==> config.mk <==
export PLATFORM = sky130hd
export DESIGN_NAME = mult32x32_arbiter
export DESIGN_NICKNAME = d
export VERILOG_FILES = /design/src/rtl/mult32x32_arbiter.sv
export SDC_FILE = /design/constraint.sdc
export NUM_CORES = 1
export LEC_CHECK = 0
export ABC_AREA = 1
export CORE_MARGIN = 5
export CORE_UTILIZATION = 30
export CTS_CLUSTER_SIZE = 16
export DETAILED_ROUTE_END_ITERATION = 10
export HOLD_SLACK_MARGIN = 0.06
export PLACE_DENSITY = 0.72
export SLEW_MARGIN = 20
export SYNTH_ARGS = -nofsm -noshare
export SYNTH_HDL_FRONTEND = slang
export SYNTH_SLANG_ARGS = --single-unit
export TNS_END_PERCENT = 100
==> constraint.sdc <==
create_clock -name clk -period 2.23 [get_ports clk]
set_input_delay 0.446 -clock clk [delete_from_list [all_inputs] [get_ports clk]]
set_output_delay 0.446 -clock clk [all_outputs]
set_load 0.01 [all_outputs]
==> src/rtl/mult32x32_arbiter.sv <==
// mult32x32_arbiter: round-robin scheduler sharing one mult32x32 among NREQ requesters.
// Optional feature macro: MULT_ARB_TIMEOUT_EN (watchdog on the multiplier busy handshake).
module mult32x32_arbiter #(
    parameter int unsigned NREQ    = 4,
    parameter int unsigned TIMEOUT = 16
) (
    input  logic                 clk,
    input  logic                 reset,
    input  logic [NREQ-1:0]      req,
    input  logic [NREQ*32-1:0]   a_in,
    input  logic [NREQ*32-1:0]   b_in,
    output logic [NREQ-1:0]      done,
    output logic [63:0]          rsp_product,
    output logic                 err,
    output logic                 arb_busy,
    output logic                 m_start,
    output logic [31:0]          m_a,
    output logic [31:0]          m_b,
    input  logic                 m_busy,
    input  logic [63:0]          m_product
);

    localparam int unsigned IDW = (NREQ > 1) ? $clog2(NREQ) : 1;

    localparam logic [2:0] ST_IDLE    = 3'd0;
    localparam logic [2:0] ST_ISSUE   = 3'd1;
    localparam logic [2:0] ST_WAIT_HI = 3'd2;
    localparam logic [2:0] ST_WAIT_LO = 3'd3;
    localparam logic [2:0] ST_DONE    = 3'd4;

    logic [2:0]     state_q;
    logic [2:0]     state_d;
    logic [IDW-1:0] rr_q;
    logic [IDW-1:0] id_q;
    logic           grant_vld;
    logic [IDW-1:0] grant_id;
    logic [31:0]    a_sel;
    logic [31:0]    b_sel;
    logic           timeout_c;

    // Requester index at offset off above base, wrapping NREQ-1 -> 0.
    function automatic logic [IDW-1:0] wrap_idx(input logic [IDW-1:0] base, input int unsigned off);
        int unsigned s;
        s = 32'(base) + off;
        return IDW'(s % NREQ);
    endfunction

`ifdef MULT_ARB_TIMEOUT_EN
    localparam int unsigned CW = $clog2(TIMEOUT + 3);
    logic [CW-1:0] tmo_cnt;

    // Cycles spent in the current state; restarts on every state change.
    always_ff @(posedge clk or negedge reset) begin
        if (!reset) begin
            tmo_cnt <= '0;
        end else if (state_d != state_q) begin
            tmo_cnt <= '0;
        end else if (tmo_cnt != {CW{1'b1}}) begin
            tmo_cnt <= tmo_cnt + CW'(1);
        end
    end
`else
    logic unused_timeout;
    assign unused_timeout = ^32'(TIMEOUT);
`endif

    // Round-robin grant search, operand mux and next-state logic.
    always_comb begin
        state_d   = state_q;
        timeout_c = 1'b0;
        grant_vld = 1'b0;
        grant_id  = '0;
        a_sel     = '0;
        b_sel     = '0;

        for (int k = 0; k < int'(NREQ); k++) begin
            if (!grant_vld && req[wrap_idx(rr_q, 32'(k))]) begin
                grant_vld = 1'b1;
                grant_id  = wrap_idx(rr_q, 32'(k));
            end
        end

        for (int i = 0; i < int'(NREQ); i++) begin
            if (grant_id == IDW'(i)) begin
                a_sel = a_in[32*i +: 32];
                b_sel = b_in[32*i +: 32];
            end
        end

        case (state_q)
            ST_IDLE: begin
                if (grant_vld) state_d = ST_ISSUE;
            end
            ST_ISSUE: begin
                state_d = ST_WAIT_HI;
            end
            ST_WAIT_HI: begin
                if (m_busy) begin
                    state_d = ST_WAIT_LO;
                end
`ifdef MULT_ARB_TIMEOUT_EN
                else if (tmo_cnt == CW'(2)) begin
                    state_d   = ST_DONE;
                    timeout_c = 1'b1;
                end
`endif
            end
            ST_WAIT_LO: begin
                if (!m_busy) begin
                    state_d = ST_DONE;
                end
`ifdef MULT_ARB_TIMEOUT_EN
                else if (tmo_cnt == CW'(TIMEOUT)) begin
                    state_d   = ST_DONE;
                    timeout_c = 1'b1;
                end
`endif
            end
            ST_DONE: begin
                state_d = ST_IDLE;
            end
            default: begin
                state_d = ST_IDLE;
            end
        endcase
    end

    // State register.
    always_ff @(posedge clk or negedge reset) begin
        if (!reset) begin
            state_q <= ST_IDLE;
        end else begin
            state_q <= state_d;
        end
    end

    // Registered outputs, grant capture and round-robin pointer.
    always_ff @(posedge clk or negedge reset) begin
        if (!reset) begin
            rr_q        <= '0;
            id_q        <= '0;
            m_start     <= 1'b0;
            m_a         <= '0;
            m_b         <= '0;
            rsp_product <= '0;
            done        <= '0;
            err         <= 1'b0;
            arb_busy    <= 1'b0;
        end else begin
            m_start  <= (state_d == ST_ISSUE);
            arb_busy <= (state_d != ST_IDLE);
            done     <= '0;
            err      <= 1'b0;

            if (state_q == ST_IDLE && grant_vld) begin
                id_q <= grant_id;
                m_a  <= a_sel;
                m_b  <= b_sel;
            end

            if (state_q == ST_WAIT_LO && !m_busy) begin
                rsp_product <= m_product;
            end
            if (timeout_c) begin
                rsp_product <= '0;
            end

            if (state_q != ST_DONE && state_d == ST_DONE) begin
                done <= NREQ'(1) << id_q;
                err  <= timeout_c;
            end

            if (state_q == ST_DONE) begin
                if (id_q == IDW'(NREQ - 1)) rr_q <= '0;
                else                        rr_q <= id_q + IDW'(1);
            end
        end
    end

endmodule

==> summary.md, run 1 <==
| Metric | Value |
|---|---|
| Period utilization | 104% |
| Status | finished, violations left |
| Synth top area share | 41.4% |
| Slowest library cell on the worst path | dfrtp_2 |
| TritonRoute pass-1 iters | 5 |
| Post-Syn Nets | 1704 |
| Peak Freq | about 430 MHz |
| Critical Path, Cell by Cell | buf_6 -> nand2_1 -> nand2_2 -> buf_6 -> a31oi_4 -> nand2_2 -> nor2_8 -> nor2_4 -> buf_12 -> buf_12 -> clkbuf_16 -> nor2_4 -> nand3_2 -> nand2_2 -> nand2_1 |
| WHS Endpoint | m_a[28] |
| N_diodes | 0 |
| Worst R2R Path Depth | 15 |
| Root Buffer | clkbuf_16 |
| R2R Setup Slk | -80 ps |
| CP dominant cell by count | nand2_2 |
| H-tree Lvls | 4 |
| Critical path required time | 2540 ps |
| Final setup vio count | 43 |
| Post-Synthesis Cells | about 1400 |
| Final Wtd Congestion | roughly 0.9 |
| Design Power | 25.0 mW |
| Vias/cell | 4.45 |
| Failing checks | negative setup slack |
| Yosys warnings | 0 |
| Clk_lat worst skew | 420 ps |
| Starting density of the core | 30.5% |
| Initial antenna violation count | 2 |
| Core Area | about 28000 µm² |
| Slew Viols, Final | 0 |
| Leak | 8.23 nW |
| Final hold violation count | 0 |
| Worst-path fanout max | 8 |
| FF+latch count, synth | 141 |
| I/O Buffers | 460 |
| Hold wc startpoint | m_a[28] |
| Max Root-Sink Buffers | 2 |
| Share of cells above drive strength 1 | 11.7% |
| Max cap viols | 0 |
| Worst Tran Pin Value | 600 ps |
| Reg2reg start | rr_q[0] |
| Largest net degree at the start of global routing | 70 |
| Worst path max stage delay | about 500 ps |
| Fill count | ~2600 |
| Minimum clock period | approximately 2300 ps |
| First-pass GRT wire length | 52000 µm |
| Final WS setup | -78.9 ps |
| Yosys cell types | 27 |
| Cell Rows | 61 |
| GR Util All Layers | 20.9% |
| Post-Syn Area | around 8500 µm² |
| RSZ-0062 raised after global routing | yes |
| Fin nets | 2210 |
| Max_slew headroom | between 60% and 70% |
| Most frequent cells in the layout | 646 x nand2_1, 459 x clkdlybuf4s50_1, 233 x inv_1, 139 x dfrtp_1, 91 x nor2_1 |
| CTS Sinks | 141 |
| Startpoint types | flop |
| CTS clk-pin slew, worst paths | 70 ps |
| Clock Skew | between 10 and 15 ps |
| Hold WC Path Type | reg -> reg |
| Vias | 10100 |
| Dpl ws | -445 ps |
| Max IR drop VDD | 0.973 mV |
| GR Overflow Total | 0 |
| Iteration-0 DRC Markers | around 530 |
| Core Util, Final | 55.5% |
| Most common cell after layout, fill and taps aside | nand2_1 |
| Setup crit end kind | flop |
| Die width | about 180 µm |
| Die area | 31900 µm² |
| Pwr per Cell Area | 1620 nW/µm² |
| Mean Syn Cell Area | 6.21 µm² |
| Die height | around 180 µm |
| Drt drc | 0 |
| DP HPWL | between 20000 and 30000 µm |
| Wire per inst | around 17 µm |
| Post-synth top area cell | dfrtp_1 |
| Sequential cell area fraction in the yosys report | 41.4% |
| Num CTS Buffers | 17 |
| CTS tree | yes |
| # IOs | 462 |
| Worst EP arrival | 2620 ps |
| Worst hold slack | 478 ps |
| Synth area leaders | dfrtp_1 41%, nand2_1 30%, inv_1 10% |
| Worst setup path category | reg -> reg |
| Critical R2R Capture | m_b[18] |
| Area grow syn2layout | 81.6% |
| Number of global-route vias before repair | ~10000 |
| Cell count of the worst hold path | 2 |
| Final WL | 38600 µm |
| Antenna-violating nets left | 0 |
layout make-up:
| type | count | area (µm²) | share of cell area (%) |
|---|---|---|---|
| clock buffer | 17 | 425 | 2.75 |
| clock inverter | 15 | 146 | 0.945 |
| inverter | 241 | 920 | 5.94 |
| multi-input combinational | 926 | 4110 | 26.5 |
| sequential | 141 | 3530 | 22.8 |
| tap | 378 | 473 | 3.05 |
| timing repair buffer | 551 | 5880 | 38.0 |
| timing repair inverter | 1 | 6.26 | 0.0404 |
synthesized netlist by cell type (all sizes together):
cell and number:
inv 241, nand2 688, buf 45, a31oi 1, nor2 110, o21ai 4
clkbuf 20, o31ai 1, ha 4, nand4 3, nor3 1, conb 1
nand3 110, or2 1, a21oi 2, dfrtp 141
report_power, final:
part | switching (mW) | internal [mW] | total [mW]
clock | 1.32 | 1.49 | 2.81
combinational | 9.46 | 8.28 | 17.7
sequential | 0.715 | 3.77 | 4.49
through the flow:
stage	std cells	TNS (ps)	instance area, µm²
3_5_place_dp	2206	-23280	13900
6_report	2270	-1100	15500
3_3_place_gp	2206	-20820	13900
5_1_grt	2270	-10140	15500
2_1_floorplan	1373	0	8530
4_1_cts	2249	-11.0	14700
per-layer routing:
metal	up-vias	GRT usage, %	wire [µm]
met3	72	5.91	3140
met4	4	6.56	1150
met1	4584	24.4	15000
met5	-	0	27
met2	456	37.0	19300
li1	4994	-	-
worst max-delay path, delay by kind of cell (launching register included):
family	cells	cell delay (ps)
and+or+nand+nor	9	800
buffers and inverters	5	720
DFF	1	500
AOI/OAI and AO/OA	1	190
kinds of logic after synthesis:
| logic type | after synthesis | share of synthesized area, % |
|---|---|---|
| and+or+nand+nor | 913 | 42.7 |
| buffers and inverters | 306 | 14.7 |
| DFF | 141 | 41.4 |
| AOI/OAI and AO/OA | 8 | 0.689 |
| adders and majority gates | 4 | 0.587 |
| other | 1 | 0.0440 |
flip-flops by register name, indices dropped and copies added (netlist names):
register     cells
rsp_product     64
m_a             32
m_b             32
done             4
state_q          3
id_q             2
rr_q             2
arb_busy         1
m_start          1
worst max-delay path by stage:
stage             from  endpoint  cells past startpoint
6_report       rr_q[0]   m_b[18]                     15
5_1_grt        rr_q[0]   m_a[25]                     17
4_1_cts        rr_q[0]    m_b[3]                     17
3_5_place_dp    req[0]   m_b[18]                     15
3_3_place_gp    req[0]   m_b[18]                     15
2_1_floorplan  rr_q[1]   m_a[12]                     16
repair_timing:
action | in CTS | in global routing
resized for setup | 23 | 115
hold endpoints to repair | 49 | 0
setup buffers | 8 | 7
hold buffers | 1 | 0
setup endpoints to repair | 64 | 64
gates cloned | 2 | 15
pin swaps | 3 | 44
Power figures use the tool's default switching activity.
==> run 2, diff against run 1 <==
Settings changed: SETUP_SLACK_MARGIN from default to 0.05.
==> summary.md, run 2 (synthesis results as in run 1) <==
| Metric | Value |
|---|---|
| Peak Freq | 440 MHz (+1.6%) |
| Iteration-0 DRC Markers | 621 (+17%) |
| RSZ-0062 raised after global routing | yes |
| Largest registers | rsp_product x64, m_a x32, m_b x32 |
| Max Root-Sink Buffers | 2 (unchanged) |
| Max FFs per register | 64 (unchanged) |
| Wire per inst | 16.9 µm (-0.57%) |
| Reg2reg start | rr_q[0] |
| Worst hold slack | 475 ps (-2.96 ps) |
| Clock Skew | 10.9 ps (-0.916 ps) |
| N_diodes | 0 (unchanged) |
| Core Area | 27900 µm² (unchanged) |
| Max IR drop VDD | 0.934 mV (-4.0%) |
| CTS Sinks | 141 (unchanged) |
| I/O Buffers | 460 (unchanged) |
| DP HPWL | 27100 µm (unchanged) |
| GR Overflow Total | 0 (unchanged) |
| Gate power share | 70.7% (-0.2 points) |
| Startpoint types | flop |
| Top reg by flops | rsp_product |
| GR Util All Layers | 21.0% (+0.12 points) |
| Clk_lat worst skew | 420 ps (about the same) |
| Final hold violation count | 0 (unchanged) |
| Worst Tran Pin Value | 602 ps (+1.78 ps) |
| Final WL | 38400 µm (-0.53%) |
| Reg power frac | 18.0% (about the same) |
| Worst-path fanout max | 13 (+5) |
| Most frequent cells in the layout | 633 x nand2_1, 459 x clkdlybuf4s50_1, 232 x inv_1, 139 x dfrtp_1, 91 x nor2_1 |
| Die area | 31900 µm² (unchanged) |
| # IOs | 462 (unchanged) |
| Critical path required time | 2540 ps (about the same) |
| Hold wc startpoint | m_a[29] |
| Vias | 10200 (+0.41%) |
| Drt drc | 0 (unchanged) |
| CTS tree | yes |
| Setup crit end kind | flop |
| WHS Endpoint | m_a[29] |
| Starting density of the core | 30.5% (unchanged) |
| CTS clk-pin slew, worst paths | 70 ps (about the same) |
| Final setup vio count | 38 (-12%) |
| Int Pwr | 13.4 mW (-0.72%) |
| Die height | 179 µm (unchanged) |
| Minimum clock period | 2270 ps (-37.0 ps) |
| Worst R2R Path Depth | 17 (+2) |
| Largest net degree at the start of global routing | 70 (unchanged) |
| GR Util met2 | 37.2% (+0.16 points) |
| Root Buffer | clkbuf_16 |
| Area grow syn2layout | 81.9% |
| TritonRoute pass-1 iters | 5 (unchanged) |
| First-pass GRT wire length | 52300 µm (+0.50%) |
| H-tree Lvls | 4 (unchanged) |
| Critical R2R Capture | m_b[17] |
| Period utilization | 102% (-1.7 points) |
| Fin nets | 2211 (+0.045%) |
| Core Util, Final | 55.6% (+0.10 points) |
| Most common cell after layout, fill and taps aside | nand2_1 |
| Pwr per Cell Area | 1600 nW/µm² (-0.80%) |
| Hold WC Path Type | reg -> reg |
| Setup TNS | -588 ps (+510 ps) |
| Max cap viols | 0 (unchanged) |
| Initial antenna violation count | 2 (unchanged) |
| Num CTS Buffers | 17 (unchanged) |
| Final WS setup | -41.9 ps (+37.0 ps) |
| Number of global-route vias before repair | 9766 (+0.36%) |
| Status | finished, violations left |
| Switching share of power | 46.0% (+0.055 points) |
| GRT met3 Usage | 5.96% (+0.042 points) |
| Vias/cell | 4.47 (+0.36%) |
| Antenna-violating nets left | 0 (unchanged) |
| Share of cells above drive strength 1 | 12.5% (+0.79 points) |
| Slew Viols, Final | 0 (unchanged) |
| Net switching power | 11.4 mW (-0.50%) |
| Cell count of the worst hold path | 2 (unchanged) |
| Failing checks | negative setup slack |
| R2R Setup Slk | -40 ps (+40 ps) |
| Worst setup path category | reg -> reg |
| Die width | 179 µm (unchanged) |
| Final Wtd Congestion | 0.903 (unchanged) |
| Busiest grt layer | met2 |
| Cell Rows | 61 (unchanged) |
| Clock power share | 11.3% (about the same) |
| Max_slew headroom | 59.9% (-0.12 points) |
| Worst EP arrival | 2580 ps (-40 ps) |
| Leak | 8.25 nW (+0.28%) |
| M1 GR Usage | 24.6% (+0.16 points) |
## run 2: cell count changes in the layout (fill, tap and decap cells not counted), moves of 2 or more
cell,previous run,this run
buf_12,23,21
nand2_1,646,633
nand2_2,31,41
nand2_4,11,14
## run 2: area by class of cell
type | count | area [µm²]
Clock inverter | 15 | 146
Sequential cell | 141 | 3530
Multi-Input combinational cell | 926 | 4140
Tap cell | 378 | 473
Fill cell | 2607 | 12400
Inverter | 241 | 920
Timing Repair inverter | 1 | 6.26
Clock buffer | 17 | 425
Timing Repair Buffer | 552 | 5870
## run 2: power groups by stage
stage	logic [mW]	clock network, mW	registers (mW)
6_report	17.6	2.82	4.48
5_1_grt	19.1	3.01	4.61
4_1_cts	14.9	2.90	4.47
3_5_place_dp	13.9	0	4.47
3_3_place_gp	13.8	0	4.44
2_1_floorplan	7.06	0	4.92
## run 2: how the worst max path moves through the flow
stage,from,endpoint,cells after the start
2_1_floorplan,rr_q[1],m_a[12],16
3_3_place_gp,req[0],m_b[18],15
3_5_place_dp,req[0],m_b[18],15
4_1_cts,rr_q[0],m_a[5],16
5_1_grt,rr_q[0],m_a[5],18
6_report,rr_q[0],m_b[17],17
## run 2: what timing repair did
item	CTS	global route
endpoints found under the hold margin	49	0
setup buffers	10	10
gates cloned	2	12
gates resized for setup	41	111
hold buffers	1	0
pin swaps	4	35
endpoints found under the setup margin	64	64
## run 2: worst max-delay path, cell delays in order (launching register included)
cell       delay (ps)
dfrtp_2           510
clkinv_4          140
nand2_4            90
nand2_4            80
nand2_2            70
nand2_2            50
nor2_2            120
nand3_1            80
nand2_1            90
nand2_2           100
buf_4             160
nand2_2            80
clkinv_4          110
clkbuf_16         200
nand2_1            70
nand3_1            90
nand2_1            80
nand2_1            50
## run 2: per-stage QoR
step | setup slack (ps) | cells | total power, mW | cell area [µm²]
floorplan | 255 | 1373 | 12.0 | 8530
global placement | -396 | 2206 | 18.2 | 13900
detailed placement | -445 | 2206 | 18.4 | 13900
CTS | 23.3 | 2251 | 22.3 | 14800
global route | -208 | 2271 | 26.7 | 15500
finish | -41.9 | 2271 | 24.9 | 15500
## run 2: per-layer routing
metal,share of wire [%],vias to the layer above
met1,38,4594
met5,0.055,-
met3,8.4,86
li1,-,4992
met2,50,475
met4,3.8,4
